`config.mk`:
```
export PLATFORM = sky130hd
export DESIGN_NAME = qspi_weight_streamer
export DESIGN_NICKNAME = d
export VERILOG_FILES = /design/src/rtl/qspi_weight_streamer.sv
export SDC_FILE = /design/constraint.sdc
export NUM_CORES = 1
export LEC_CHECK = 0
export ABC_AREA = 1
export CAP_MARGIN = 25
export CORE_AREA = 5 5 114 116
export CTS_BUF_LIST = sky130_fd_sc_hd__clkbuf_8
export DETAILED_ROUTE_END_ITERATION = 8
export DIE_AREA = 0 0 119 121
export GPL_TIMING_DRIVEN = 0
export PLACE_DENSITY = 0.57
export REMOVE_ABC_BUFFERS = 1
export SETUP_SLACK_MARGIN = 0.5
export SYNTH_ARGS = -nofsm -noshare
export SYNTH_HDL_FRONTEND = slang
export SYNTH_SLANG_ARGS = --single-unit
```
`constraint.sdc`:
```
create_clock -name clk -period 2.02 [get_ports clk]
set_clock_uncertainty 0.15 [all_clocks]
set_input_delay 0.303 -clock clk [delete_from_list [all_inputs] [get_ports clk]]
set_output_delay 0.303 -clock clk [all_outputs]
set_load 0.02 [all_outputs]
```
`src/rtl/qspi_weight_streamer.sv`:
```
// Streams TOTAL_WORDS weight words from SPI flash (0x03 single read) out over a valid/ready port.
// Define QSPI_WEIGHT_STREAMER_QSPI_EN to use the 0x6B quad-output read with 8 dummy periods instead.
module qspi_weight_streamer #(
    parameter int DATA_WIDTH  = 8,
    parameter int TOTAL_WORDS = 64,
    parameter int ADDR_WIDTH  = 24
) (
    input  logic                             clk,
    input  logic                             rst_n,
    input  logic                             start,
    input  logic [ADDR_WIDTH-1:0]            base_addr,
    output logic                             flash_csb,
    output logic                             flash_clk,
    output logic                             flash_io0_oe,
    output logic                             flash_io1_oe,
    output logic                             flash_io2_oe,
    output logic                             flash_io3_oe,
    output logic                             flash_io0_do,
    output logic                             flash_io1_do,
    output logic                             flash_io2_do,
    output logic                             flash_io3_do,
    input  logic                             flash_io0_di,
    input  logic                             flash_io1_di,
    input  logic                             flash_io2_di,
    input  logic                             flash_io3_di,
    output logic                             out_valid,
    input  logic                             out_ready,
    output logic [DATA_WIDTH-1:0]            out_data,
    output logic [$clog2(TOTAL_WORDS)-1:0]   out_index,
    output logic                             weights_ready
);

    localparam int IDX_W = $clog2(TOTAL_WORDS);
    localparam int TX_W  = 8 + ADDR_WIDTH;
`ifdef QSPI_WEIGHT_STREAMER_QSPI_EN
    localparam logic [7:0] CMD_BYTE = 8'h6B;
    localparam int         BPP      = 4;
`else
    localparam logic [7:0] CMD_BYTE = 8'h03;
    localparam int         BPP      = 1;
`endif
    localparam int PPW   = DATA_WIDTH / BPP;
    localparam int CNT_W = $clog2(TX_W + DATA_WIDTH) + 1;

    localparam logic [CNT_W-1:0] CNT_CMD_LAST   = CNT_W'(7);
    localparam logic [CNT_W-1:0] CNT_TX_LAST    = CNT_W'(TX_W - 1);
    localparam logic [CNT_W-1:0] CNT_WORD_LAST  = CNT_W'(PPW - 1);
`ifdef QSPI_WEIGHT_STREAMER_QSPI_EN
    localparam logic [CNT_W-1:0] CNT_DUMMY_LAST = CNT_W'(7);
`endif
    localparam logic [IDX_W-1:0] IDX_LAST       = IDX_W'(TOTAL_WORDS - 1);

    typedef enum logic [2:0] {IDLE, CMD, ADDR, DUMMY, DATA, HOLD, DONE} state_t;

    state_t                    state_q;
    logic                      csb_q;
    logic                      sclk_q;
    logic                      io0_oe_q;
    logic                      io0_do_q;
    logic [CNT_W-1:0]          cnt_q;
    logic [TX_W-1:0]           tx_q;
    logic [DATA_WIDTH-BPP-1:0] shift_q;
    logic [DATA_WIDTH-1:0]     out_data_q;
    logic [IDX_W-1:0]          out_index_q;
    logic                      out_valid_q;
    logic                      weights_ready_q;
    logic [BPP-1:0]            rx_bits;
    logic [DATA_WIDTH-1:0]     rx_word;

`ifdef QSPI_WEIGHT_STREAMER_QSPI_EN
    assign rx_bits = {flash_io3_di, flash_io2_di, flash_io1_di, flash_io0_di};
`else
    logic unused_di;
    assign rx_bits   = flash_io1_di;
    assign unused_di = flash_io0_di ^ flash_io2_di ^ flash_io3_di;
`endif

    // Earlier bits sit in the upper positions, so the first byte lands in the MSB byte.
    assign rx_word = {shift_q, rx_bits};

    always_ff @(posedge clk or negedge rst_n) begin
        if (!rst_n) begin
            state_q         <= IDLE;
            csb_q           <= 1'b1;
            sclk_q          <= 1'b0;
            io0_oe_q        <= 1'b0;
            io0_do_q        <= 1'b0;
            cnt_q           <= '0;
            tx_q            <= '0;
            shift_q         <= '0;
            out_data_q      <= '0;
            out_index_q     <= '0;
            out_valid_q     <= 1'b0;
            weights_ready_q <= 1'b0;
        end else begin
            case (state_q)
                IDLE, DONE: begin
                    if (start) begin
                        state_q         <= CMD;
                        csb_q           <= 1'b0;
                        io0_oe_q        <= 1'b1;
                        io0_do_q        <= CMD_BYTE[7];
                        tx_q            <= {CMD_BYTE[6:0], base_addr, 1'b0};
                        cnt_q           <= '0;
                        out_index_q     <= '0;
                        weights_ready_q <= 1'b0;
                    end
                end
                CMD, ADDR: begin
                    sclk_q <= ~sclk_q;
                    if (sclk_q) begin
                        if (cnt_q == CNT_TX_LAST) begin
                            io0_oe_q <= 1'b0;
                            io0_do_q <= 1'b0;
                            cnt_q    <= '0;
`ifdef QSPI_WEIGHT_STREAMER_QSPI_EN
                            state_q  <= DUMMY;
`else
                            state_q  <= DATA;
`endif
                        end else begin
                            io0_do_q <= tx_q[TX_W-1];
                            tx_q     <= {tx_q[TX_W-2:0], 1'b0};
                            cnt_q    <= cnt_q + 1'b1;
                            if (cnt_q == CNT_CMD_LAST) begin
                                state_q <= ADDR;
                            end
                        end
                    end
                end
`ifdef QSPI_WEIGHT_STREAMER_QSPI_EN
                DUMMY: begin
                    sclk_q <= ~sclk_q;
                    if (sclk_q) begin
                        if (cnt_q == CNT_DUMMY_LAST) begin
                            cnt_q   <= '0;
                            state_q <= DATA;
                        end else begin
                            cnt_q <= cnt_q + 1'b1;
                        end
                    end
                end
`endif
                DATA: begin
                    sclk_q <= ~sclk_q;
                    if (sclk_q) begin
                        if (cnt_q == CNT_WORD_LAST) begin
                            out_data_q  <= rx_word;
                            out_valid_q <= 1'b1;
                            cnt_q       <= '0;
                            state_q     <= HOLD;
                        end else begin
                            shift_q <= rx_word[DATA_WIDTH-BPP-1:0];
                            cnt_q   <= cnt_q + 1'b1;
                        end
                    end
                end
                HOLD: begin
                    // flash_clk is parked low here, so the flash cannot advance past the held word.
                    if (out_valid_q && out_ready) begin
                        out_valid_q <= 1'b0;
                        if (out_index_q == IDX_LAST) begin
                            state_q         <= DONE;
                            csb_q           <= 1'b1;
                            weights_ready_q <= 1'b1;
                        end else begin
                            out_index_q <= out_index_q + 1'b1;
                            state_q     <= DATA;
                        end
                    end
                end
                default: begin
                    state_q  <= IDLE;
                    csb_q    <= 1'b1;
                    sclk_q   <= 1'b0;
                    io0_oe_q <= 1'b0;
                    io0_do_q <= 1'b0;
                end
            endcase
        end
    end

    assign flash_csb     = csb_q;
    assign flash_clk     = sclk_q;
    assign flash_io0_oe  = io0_oe_q;
    assign flash_io0_do  = io0_do_q;
    assign flash_io1_oe  = 1'b0;
    assign flash_io2_oe  = 1'b0;
    assign flash_io3_oe  = 1'b0;
    assign flash_io1_do  = 1'b0;
    assign flash_io2_do  = 1'b0;
    assign flash_io3_do  = 1'b0;
    assign out_valid     = out_valid_q;
    assign out_data      = out_data_q;
    assign out_index     = out_index_q;
    assign weights_ready = weights_ready_q;

endmodule

```
### Yosys cells after proc, flatten, opt, wreduce, memory -nomap -nowiden

Index checks and enable logic that the tools add are counted.

| storage, ports and cells | value |
|---|---|
| bits in registers | 69 |
| bits of input ports | 32 |
| output and inout port bits | 26 |
| logic and storage cells | 98 |

| cells by class | value |
|---|---|
| add/subtract/negate cells | 2 |
| eq/ne operators | 18 |
| mux-type cells | 40 |
| bitwise logic cells | 4 |
| reduce and logical (&&, ||, !) cells | 22 |

Operator list:

| cell | number |
|---|---|
| 32-bit 2-to-1 mux | 3 |
| 32-bit one-hot mux with 2 select lines | 1 |
| 7-bit 2-to-1 mux | 5 |
| 4-bit AND reduction | 7 |
| 3-bit 2-to-1 mux | 7 |
| 7-bit one-hot mux with 3 select lines | 1 |
| 6-bit 2-to-1 mux | 3 |
| 2-bit != test, second input constant | 9 |
| 3-bit one-hot mux with 4 select lines | 1 |
| 6-bit one-hot mux with 2 select lines | 1 |
| 1-bit 2-to-1 mux | 11 |
| 3-bit == test, second input constant | 3 |
| 1-bit one-hot mux with 3 select lines | 3 |
| 3-bit AND reduction | 3 |
| 7-bit by 1-bit adder with 7-bit output, second input constant | 1 |
| 7-bit by 3-bit == test with 1-bit output, second input constant | 1 |
| 7-bit by 5-bit == test with 1-bit output, second input constant | 1 |
| 6-bit by 1-bit adder with 6-bit output, second input constant | 1 |
| 6-bit == test, second input constant | 1 |
| 1-bit one-hot mux with 2 select lines | 3 |
| 6-bit AND reduction | 1 |
| 2-bit nonzero test | 3 |
| 2-bit OR reduction | 3 |
| 3-bit OR reduction | 2 |
| 8 further kinds | 11 |

### Longest topological paths before layout

Gate-level depths: netlist of run 1.

| logic depth | value |
|---|---|
| depth in word-level cells | 5 |
| gate-level depth with buffers | 11 |
| depth with buffers taken out | 10 |

### Least setup slack after synthesis of run 1

Ideal clock, no wire load.

| timing | value |
|---|---|
| kind | register to register |
| from | reg cnt_q[0] |
| to | reg tx_q[24] |
| library setup time | 0.116 ns |
| arrival time | 1.504 ns |
| data required time | 1.754 ns |
| slack | 0.250 ns |
| cell stages (with the launch flop) | 12 |
| path buffers | 2 |
| clock period less this slack | 1.770 ns |
| cells stage by stage | dfrtp_1 ha_1 nand2_2 nor2_2 nand2_1 nor2_1 nor2_1 nand2_4 buf_6 buf_12 nand2_2 nand2_1 |

| on the way | value |
|---|---|
| longest elaborated chain between the ends | 3 |

Ends and longest elaborated chain:

| element | line | RTL |
|---|---|---|
| from (decl) | 60 | `logic [CNT_W-1:0] cnt_q;` |
| from (signal assigned) | 124 | `cnt_q <= cnt_q + 1'b1;` |
| from (signal assigned) | 154 | `cnt_q <= cnt_q + 1'b1;` |
| 7-bit by 5-bit == test with 1-bit output | 112 | `if (cnt_q == CNT_TX_LAST) begin` |
| 2-bit != test (no source line) | -- |  |
| 4-bit AND reduction (no source line) | -- |  |
| to (signal assigned) | 103 | `tx_q <= {CMD_BYTE[6:0], base_addr, 1'b0};` |
| to (signal assigned) | 123 | `tx_q <= {tx_q[TX_W-2:0], 1'b0};` |
| to (decl) | 61 | `logic [TX_W-1:0] tx_q;` |

No other way between the ends.
A chain may end at the register's enable or synchronous reset.

### Worst setup path after layout of run 1

| timing | value |
|---|---|
| from | reg cnt_q[4] |
| to | reg tx_q[10] |

Same word-level chain as after synthesis.

==> results.yml, run 1 <==
run_status:
  status: "finished clean"
placed_design:
  place_hpwl_um: 5110
  place_congestion: 0.838
  port_buffers: 48
  dp_slack_ps: -654
clock_tree:
  clk_latency_ps: 360
  ctsLongestPathBuffers: 2
  cts_buffers: 9
  htree_levels: 3
  clock_sinks: 68
  cts_tree: "done"
  clockRootBuffer: "clkbuf_8"
  clk_pin_slew_worst_paths_ps: 80
timing:
  max-slew-margin-rel_pct: 57.4
  fin_crit_sh_pct: 85.3
  worst_pin_slew_ps: 638
  max_freq_mhz: 581
  hold_viol_final: 0
  setup_viol: 0
  post-route-min-period_ps: 1720
  setup_ws_ps: 298
  slew_viol_final: 0
  rsz0062_at_grt: "true"
floorplanning:
  start_util_pct: 29.4
  die_area_um2: 14400
  coreArea_um2: 11800
  rows: 40
  io_pins: 58
  fp.dieW_um: 119
  fp.dieH_um: 121
synthesis:
  synth_cell_types: 27
  syn_inst: 472
  synth_seq_cells: 68
  synth_top_area_share_pct: 48.2
  syn_avg_cell_area_um2: 7.37
  synth_area_um2: 3480
  synth.largest_area_cell: "dfrtp_1"
  ys_warn_count: 0
  ys_seq_area_share_pct: 49.0
  synth_area_leaders: "dfrtp_1 (48%), nand2_1 (26%), nand3_1 (3.6%)"
power_and_ir_drop:
  max-vdd-ir-drop_v: 0.000562
  power.switching_mw: 3.36
  switching_share_pct: 45.9
  leakage_nw: 2.59
  clkPwrFrac_pct: 16.4
  p_seq_share_pct: 27.1
  power.total_mw: 7.33
  powerDensity_nw_per_um2: 1410
  power.internal_mw: 3.97
  p_comb_share_pct: 56.5
worst_setup_path:
  r2r-end: "tx_q[10]"
  reg2reg_depth: 10
  crit_chain: "nand2_1 > nor2_4 > nand2_4 > nor2_4 > nor2_4 > buf_12 > nand2_8 > inv_12 > nand2_1 > nand2_1"
  worstPathMaxFanout: 23
  path_buf_inv: 2
  max_stage_delay_ps: 430
  crit_type: "reg2reg"
  cp.required_ps: 2120
  worst_r2r_startpoint: "cnt_q[4]"
  reg2reg_setup_slack_ps: 300
  end_kind: "flip-flop"
  critical-path-top-delay-family: "simple AND/OR/NAND/NOR gates"
  critPathArrivalTime_ps: 1820
  startpoint_type: "flip-flop"
  critPathSlowestCell: "dfrtp_1"
drt:
  first_pass_iters: 4
  dr.first_iter.drc_count: 162
  via_count: 3397
  ant_nets: 0
  avgRoutedWirePerCell_um: 14.3
  remaining_drc_errors: 0
  avgViaCountPerCell: 4.68
  wirelength_um: 10400
grt:
  gr-total-overflow: 0
  grt_max_degree: 69
  gr-usage-all-layers_pct: 14.2
  grt_pass1_vias: 3428
  grt_pass1_wl_um: 16600
  antenna_found_initial: 0
cells_and_area:
  fillerInstances: 1163
  post-route-util_pct: 44.2
  drive_above_1_share_pct: 30.2
  nNetsFinal: 608
  insertedDiodeCount: 0
  area_delta_synth_final_pct: 49.9
hold_path:
  hold_start: "tx_q[7]"
  hold_path.class: "reg2reg"
  hold_end: "tx_q[7]"
  hold_depth: 2
run:
  cap_viol_max_count: 0
==> kinds of logic (layout without fill, tap and decap cells) <==
kind of cell             count (synthesis)  after routing  synth area share [%]
buffers and inverters                   50            144                  6.98
XOR/XNOR                                 2              2                 0.504
flip-flops                              68             68                  49.0
other                                    1              6                 0.108
AND/OR/NAND/NOR                        310            318                  37.1
adder cells (fa/ha/maj)                  2              2                 0.719
AO/OA/AOI/OAI                           39             39                  5.68
==> placed cells by master (no fill, tap or decap), types with 3 or more instances in the layout <==
cell type          n
o21ai_2            5
nand3_1           20
nor2_1            12
buf_4             40
nor2_4             8
clkdlybuf4s50_1   27
nand2_1          211
buf_6              6
o21ai_0           10
a21oi_1            4
clkbuf_2          10
inv_2              3
nand2_8           14
nand2_4            9
dfrtp_1           64
nand4_1            4
nand3_4            6
inv_6              3
nand2_2           28
inv_4              3
clkbuf_8          10
conb_1             6
dfrtp_2            3
o21ai_1           17
buf_2              4
buf_12             7
inv_1             20
==> tightest hold or removal path: cells and delay by family, from the launching register on <==
| kind | cells | cell delay, ps |
|---|---|---|
| flip-flops | 1 | 350 |
| AND/OR/NAND/NOR | 2 | 100 |
==> metal layers <==
layer / up-vias / GRT usage [%] / share of wire, %
met5: - / 0 / 0
met2: 112 / 23.1 / 50
met1: 1583 / 17.1 / 41
li1: 1679 / - / -
met3: 23 / 4.99 / 6.9
met4: 0 / 6.01 / 2.0
==> cell type report <==
class	instances	area [um2]	area share [%]
multi-input cells	367	2070	39.6
flip-flops and latches	68	1710	32.7
repair buffers	98	890	17.1
well taps	147	184	3.53
inverters	30	159	3.05
clock buffers	10	138	2.64
clock inverters	6	71.3	1.37
==> stage by stage <==
stage / hold WS (ps) / TNS, ps / area, um2 / cells
after global routing: 355 / 0 / 5220 / 726
after CTS: 333 / 0 / 5070 / 715
after floorplan: -143 / -1030 / 3370 / 457
after global placement: 313 / -148000 / 4030 / 652
after detailed placement: 315 / -19530 / 4030 / 652
final: 333 / 0 / 5220 / 726
==> power by group through the flow <==
| stage | registers, mW | clock network [mW] | logic [mW] |
|---|---|---|---|
| floorplan | 1.95 | 0 | 1.65 |
| global placement | 1.96 | 0 | 2.28 |
| detailed placement | 1.96 | 0 | 2.31 |
| CTS | 1.97 | 1.23 | 3.90 |
| global route | 2.02 | 1.28 | 4.52 |
| finish | 1.99 | 1.20 | 4.14 |
==> synthesized netlist by cell type (all sizes together) <==
cell type / count
nor2: 21
nor3b: 2
inv: 30
nand2: 255
o21ai: 32
ha: 2
nand3: 27
buf: 13
clkbuf: 7
conb: 1
a21oi: 6
xnor2: 2
nand3b: 1
o21a: 1
dfrtp: 67
dfstp: 1
nand4: 4
==> sequential cells by signal, summed over array words and instances (netlist names), 3 cells and up <==
name / flops
cnt_q: 7
out_data: 8
out_index: 6
shift_q: 7
state_q: 3
tx_q: 31
==> how the worst max path moves through the flow <==
stage | from | slack, ps | depth (start not counted) | endpoint
after detailed placement | state_q[0] | -650 | 9 | tx_q[20]
final | cnt_q[4] | 300 | 10 | tx_q[10]
after CTS | state_q[1] | 320 | 10 | tx_q[21]
after floorplan | state_q[0] | -40 | 9 | tx_q[10]
after global routing | cnt_q[1] | 210 | 11 | tx_q[8]
after global placement | rst_n | -1910 | 1 | tx_q[16]
==> what timing repair did <==
item                                   4_1_cts  5_1_grt
setup buffers                               39       10
setup endpoints to repair                   88       87
pin swaps                                   22        7
hold buffers                                 1        0
cloned                                       7        1
gates resized for setup                    150       56
endpoints found under the hold margin       67        0
Power figures use the tool's default switching activity.
==> inputs of run 2 (changes only) <==
--- a/config.mk
+++ b/config.mk
@@ -9,2 +9,4 @@
 export CAP_MARGIN = 25
+export CELL_PAD_IN_SITES_DETAIL_PLACEMENT = 1
+export CELL_PAD_IN_SITES_GLOBAL_PLACEMENT = 2
 export CORE_AREA = 5 5 114 116
@@ -14,3 +16,3 @@
 export GPL_TIMING_DRIVEN = 0
-export PLACE_DENSITY = 0.57
+export PLACE_DENSITY = 0.86
 export REMOVE_ABC_BUFFERS = 1
--- a/constraint.sdc
+++ b/constraint.sdc
@@ -4,2 +4,2 @@
 set_output_delay 0.303 -clock clk [all_outputs]
-set_load 0.02 [all_outputs]
+set_load 0.01 [all_outputs]
==> run 2 against run 1 <==
Effect of this change: final area increased by 4.4%; die area unchanged; first-iteration DRC count decreased by 57%; sequential cell count unchanged; combinational power increased by 4%.
==> results.yml, run 2 (synthesis gave the netlist of run 1 again) <==
run_status:
  status: "finished clean"
power_and_ir_drop:
  max-vdd-ir-drop_v: 0.000729
  powerDensity_nw_per_um2: 1370
  leakage_nw: 2.72
placed_design:
  placedCellCount: 654
  place_hpwl_um: 6020
  port_buffers: 48
  place_congestion: 0.801
floorplanning:
  die_area_um2: 14400
  io_pins: 58
  fp.dieW_um: 119
  coreArea_um2: 11800
  rows: 40
  fp.dieH_um: 121
  start_util_pct: 29.4
cells_and_area:
  layoutNonFillerInstCount: 740
  area_delta_synth_final_pct: 56.5
  drive_above_1_share_pct: 32.0
  nNetsFinal: 622
  top_register: "tx_q"
  largest_register_ffs: 31
  seq_area_um2: 1710
  multi_input_area_um2: 2100
  final_common_cell: "nand2_1"
  final_cell_mix: "nand2_1 (201), dfrtp_1 (62), buf_4 (45)"
  insertedDiodeCount: 0
  fillerInstances: 1407
clock_tree:
  clock_sinks: 68
  cts_tree: "done"
  clk_latency_ps: 360
  clk_pin_slew_worst_paths_ps: 80
  clockRootBuffer: "clkbuf_8"
  htree_levels: 3
  ctsLongestPathBuffers: 2
  cts_buffers: 9
grt:
  antenna_found_initial: 0
  grt_max_degree: 60
  grt_pass1_vias: 3951
  gr-usage-all-layers_pct: 16.3
  gr-total-overflow: 0
  grt_pass1_wl_um: 18800
drt:
  dr.first_iter.drc_count: 70
  via_count: 3515
  remaining_drc_errors: 0
  avgRoutedWirePerCell_um: 15.4
  ant_nets: 0
  avgViaCountPerCell: 4.75
  first_pass_iters: 4
  wirelength_um: 11400
timing:
  rsz0062_at_grt: "true"
  tns_ps: 0
  setup_viol: 0
  post-route-min-period_ps: 1760
  slew_viol_final: 0
  hold_viol_final: 0
  max_freq_mhz: 567
  fin_crit_sh_pct: 87.4
worst_setup_path:
  end_kind: "flip-flop"
  worstPathMaxFanout: 11
  startpoint_type: "flip-flop"
  critPathArrivalTime_ps: 1870
  crit_type: "reg2reg"
  cp.required_ps: 2130
run:
  cap_viol_max_count: 0
hold_path:
  hold_path.class: "in2async"
run 2: where the power goes:
| group | total [mW] | switching [mW] | internal (mW) |
|---|---|---|---|
| logic | 4.32 | 2.62 | 1.69 |
| registers | 1.97 | 0.245 | 1.73 |
| clock network | 1.18 | 0.552 | 0.629 |
| total | 7.47 | 3.42 | 4.05 |
run 2: layer usage:
| layer | vias to the layer above | part of all wire (%) | GRT usage (%) |
|---|---|---|---|
| met5 | - | 0 | 0 |
| met3 | 21 | 4.7 | 4.71 |
| met1 | 1700 | 41 | 17.8 |
| met2 | 89 | 52 | 30.0 |
| li1 | 1705 | - | - |
| met4 | 0 | 2.0 | 5.65 |
run 2: layout make-up:
| type | count | area share (%) |
|---|---|---|
| timing repair buffer | 112 | 19.7 |
| inverter | 30 | 2.80 |
| multi-input combinational | 365 | 38.6 |
| clock buffer | 11 | 2.78 |
| timing repair inverter | 2 | 0.414 |
| clock inverter | 5 | 0.942 |
| tap | 147 | 3.38 |
| sequential | 68 | 31.4 |
run 2: final timing paths:
check	startpoint	endpoint	slack, ps	cells after the start
min	rst_n	shift_q[1]	170	2
max reg2reg	cnt_q[0]	tx_q[11]	260	11
max	cnt_q[0]	tx_q[11]	260	11
min in group clk	tx_q[13]	tx_q[13]	340	2
min reg2reg	tx_q[13]	tx_q[13]	340	2
max in group asynchronous	rst_n	flash_csb	980	3
run 2: timing repair:
action | 4_1_cts | 5_1_grt
resized for setup | 132 | 79
endpoints found under the setup margin | 88 | 81
hold endpoints to repair | 67 | 0
gates cloned | 7 | 1
setup buffers | 42 | 19
hold buffers | 1 | 0
pin swaps | 21 | 26
run 2: stage by stage:
stage / hold WS, ps / cell area, um2 / util, % / power, mW / setup slack [ps]
after floorplan: -143 / 3370 / - / 3.58 / -44.7
after global placement: 314 / 4030 / 34.1 / 4.27 / -2040
after detailed placement: 2.83 / 4080 / 34.6 / 4.45 / -727
after CTS: 152 / 5010 / 42.4 / 7.06 / 286
after global routing: 171 / 5440 / 46.1 / 8.03 / 177
final: 172 / 5440 / 46.1 / 7.47 / 255
run 2: critical path, cell delays in order (launching register included):
cell and delay, ps:
dfrtp_1 420, ha_4 170, nand2_4 60, nor2_4 150, nand2_4 90, nor2_4 110
nor2_4 60, buf_6 130, nand2_8 130, inv_8 70, nand2_1 60, nand2_1 50
==> RTL change (settings of run 2) <==
Build with the macro `QSPI_WEIGHT_STREAMER_QSPI_EN` defined.
--- a/src/rtl/qspi_weight_streamer.sv
+++ b/src/rtl/qspi_weight_streamer.sv
@@ -1,4 +1,6 @@
 // Streams TOTAL_WORDS weight words from SPI flash (0x03 single read) out over a valid/ready port.
 // Define QSPI_WEIGHT_STREAMER_QSPI_EN to use the 0x6B quad-output read with 8 dummy periods instead.
+`define QSPI_WEIGHT_STREAMER_QSPI_EN
+
 module qspi_weight_streamer #(
     parameter int DATA_WIDTH  = 8,
Check against the original RTL: not equivalent (Yosys sat finds a counterexample within 4 cycles, from zero or initial values and one cycle with rst_n low).
==> RTL change against run 2 <==
Sequential cell count is 3 lower. Hold slack improved by 0.15 ns. Design area is 6.5% lower. Setup slack got worse by 0.030 ns. First-iteration DRC count is 4.3% higher. Global-route usage is 1.3 points lower. Core utilization is 3.0 points lower. Die area unchanged. Sequential power up 11%. Synthesized area is 2.2% lower. Wire length decreased by 6.1%. Power rose by 8.5%.
==> RTL change: results (changes against run 2) <==
<table>
<tr><th>Metric</th><th>Value</th></tr>
<tr><th colspan="2">GRT</th></tr>
<tr><td>Met1 Resource Use GR</td><td>18.1% (+0.33 points)</td></tr>
<tr><td>Gr usage total</td><td>15.0% (-1.3 points)</td></tr>
<tr><td>Largest net degree at the start of global routing</td><td>66 (+10%)</td></tr>
<tr><td>Number of global-route vias before repair</td><td>3,618 (-8.4%)</td></tr>
<tr><td>GR met2 Demand/Resource</td><td>26.5% (-3.5 points)</td></tr>
<tr><td>Global routing usage on met3</td><td>3.40% (-1.3 points)</td></tr>
<tr><th colspan="2">Power</th></tr>
<tr><td>Internal Pwr Total</td><td>4.43 mW (+9.4%)</td></tr>
<tr><td>Lkg Pwr</td><td>2.46 nW (-9.4%)</td></tr>
<tr><td>Peak supply drop</td><td>0.695 mV (-4.7%)</td></tr>
<tr><th colspan="2">Synth</th></tr>
<tr><td>Top post-synthesis cells by area</td><td>sky130_fd_sc_hd__dfrtp_1 47%, sky130_fd_sc_hd__nand2_1 20%, sky130_fd_sc_hd__o21ai_0 9.0%</td></tr>
<tr><td>Post-synth top cells</td><td>179 x sky130_fd_sc_hd__nand2_1, 64 x sky130_fd_sc_hd__dfrtp_1, 61 x sky130_fd_sc_hd__o21ai_0, 45 x sky130_fd_sc_hd__inv_1, 29 x sky130_fd_sc_hd__nand3_1</td></tr>
<tr><td>Synthesized instance count</td><td>453 (-4.0%)</td></tr>
<tr><td>Share of synthesized area occupied by flip-flops and latches</td><td>47.9% (-1.1 points)</td></tr>
<tr><th colspan="2">Outcome</th></tr>
<tr><td>Result of the run</td><td>finished, final reports clean</td></tr>
<tr><th colspan="2">Critical path</th></tr>
<tr><td>Maximum net fanout on the critical path</td><td>4 (-7)</td></tr>
<tr><td>End point of the critical path</td><td>state_q[1]</td></tr>
<tr><td>Origin of the critical flop-to-flop path</td><td>cnt_q[1]</td></tr>
<tr><td>Register-to-Register Path Depth</td><td>10 (-1)</td></tr>
<tr><th colspan="2">Routing</th></tr>
<tr><td>Total number of vias</td><td>3,346 (-4.8%)</td></tr>
<tr><td>Count of TritonRoute iterations in the first routing pass</td><td>5 (+1)</td></tr>
<tr><td>Violation count after the first detailed-route iteration</td><td>73 (+4.3%)</td></tr>
<tr><td>Per-cell routed wire length</td><td>15.0 µm (-2.7%)</td></tr>
<tr><th colspan="2">Placed design</th></tr>
<tr><td>Number of buffer cells added on primary ports</td><td>51 (+6.3%)</td></tr>
<tr><td>Cell count after placement</td><td>636 (-2.8%)</td></tr>
<tr><td>Area post-placement</td><td>0.00397 mm² (-2.7%)</td></tr>
<tr><td>RePlAce Congestion</td><td>0.821 (+2.5%)</td></tr>
<tr><td>Pre-CTS WS</td><td>-0.467 ns (+0.260 ns)</td></tr>
<tr><th colspan="2">STA</th></tr>
<tr><td>PnR worst setup slack</td><td>0.225 ns (-0.0303 ns)</td></tr>
<tr><th colspan="2">Final layout</th></tr>
<tr><td>Net count, final</td><td>598 (-3.9%)</td></tr>
</table>
[RTL change: cell count changes after synthesis, sizes merged, moves of 3 or more]
| cell | before | now |
|---|---|---|
| nand3b | 1 | 5 |
| a21oi | 6 | 1 |
| dfrtp | 67 | 64 |
| inv | 30 | 50 |
| xor2 | 0 | 3 |
| nand2 | 255 | 182 |
| o21ai | 32 | 67 |
[RTL change: worst min-delay path by stage]
stage                      from     endpoint  slack, ns  cells past startpoint
finish              out_data[1]  out_data[1]       0.32                      2
global route          flash_csb    flash_csb       0.35                      2
CTS                 out_data[1]  out_data[1]       0.33                      2
detailed placement  out_data[1]  out_data[1]       0.31                      2
global placement       tx_q[25]     tx_q[25]       0.30                      2
floorplan                 rst_n     cnt_q[0]      -0.14                      0
[RTL change: cells by family (layout without fill, tap and decap cells)]
| logic type | after synthesis | count (layout) | share of synthesized area, % |
|---|---|---|---|
| and+or+nand+nor | 241 | 246 | 30.1 |
| adders and majority gates | 3 | 3 | 1.10 |
| xor gates and xnor gates | 3 | 3 | 0.773 |
| AOI/OAI and AO/OA | 70 | 70 | 10.4 |
| DFF | 65 | 65 | 47.9 |
| other | 1 | 6 | 0.110 |
| buffers and inverters | 70 | 174 | 9.60 |
[RTL change: power groups by stage]
stage | sequential (mW) | clock [mW] | combinational [mW]
floorplan | 2.17 | 0 | 1.92
global placement | 2.16 | 0 | 2.85
detailed placement | 2.18 | 0 | 2.97
CTS | 2.15 | 1.17 | 4.36
global route | 2.25 | 1.23 | 5.29
finish | 2.19 | 1.14 | 4.77
[RTL change: worst max-delay path, delay by kind of cell, from the launching register on]
| family | cells | cell delay (ns) |
|---|---|---|
| fa+ha+maj | 1 | 0.23 |
| buf+inv | 1 | 0.15 |
| flops | 1 | 0.41 |
| simple gates | 8 | 0.77 |
[RTL change: repair_timing]
item                                    CTS  global route
endpoints found under the setup margin   85            79
hold buffers                              1             0
pin swaps                                36            23
endpoints found under the hold margin    64             0
gates cloned                              6             0
gates resized for setup                 132            51
setup buffers                            47             9
[RTL change: layer usage]
layer  part of all wire [%]  vias up
met2                     52       55
met4                    1.4        0
met3                    3.4       16
li1                       -     1644
met5                      0        -
met1                     43     1631
[RTL change: layout make-up]
cell class,count,area (µm²),area share [%]
clock buffers,11,151,2.98
repair inverters,1,7.51,0.148
multi-input cells,328,1860,36.5
clock inverters,4,43.8,0.861
inverters,50,210,4.13
repair buffers,108,1000,19.7
flip-flops and latches,65,1630,32.1
well taps,147,184,3.61
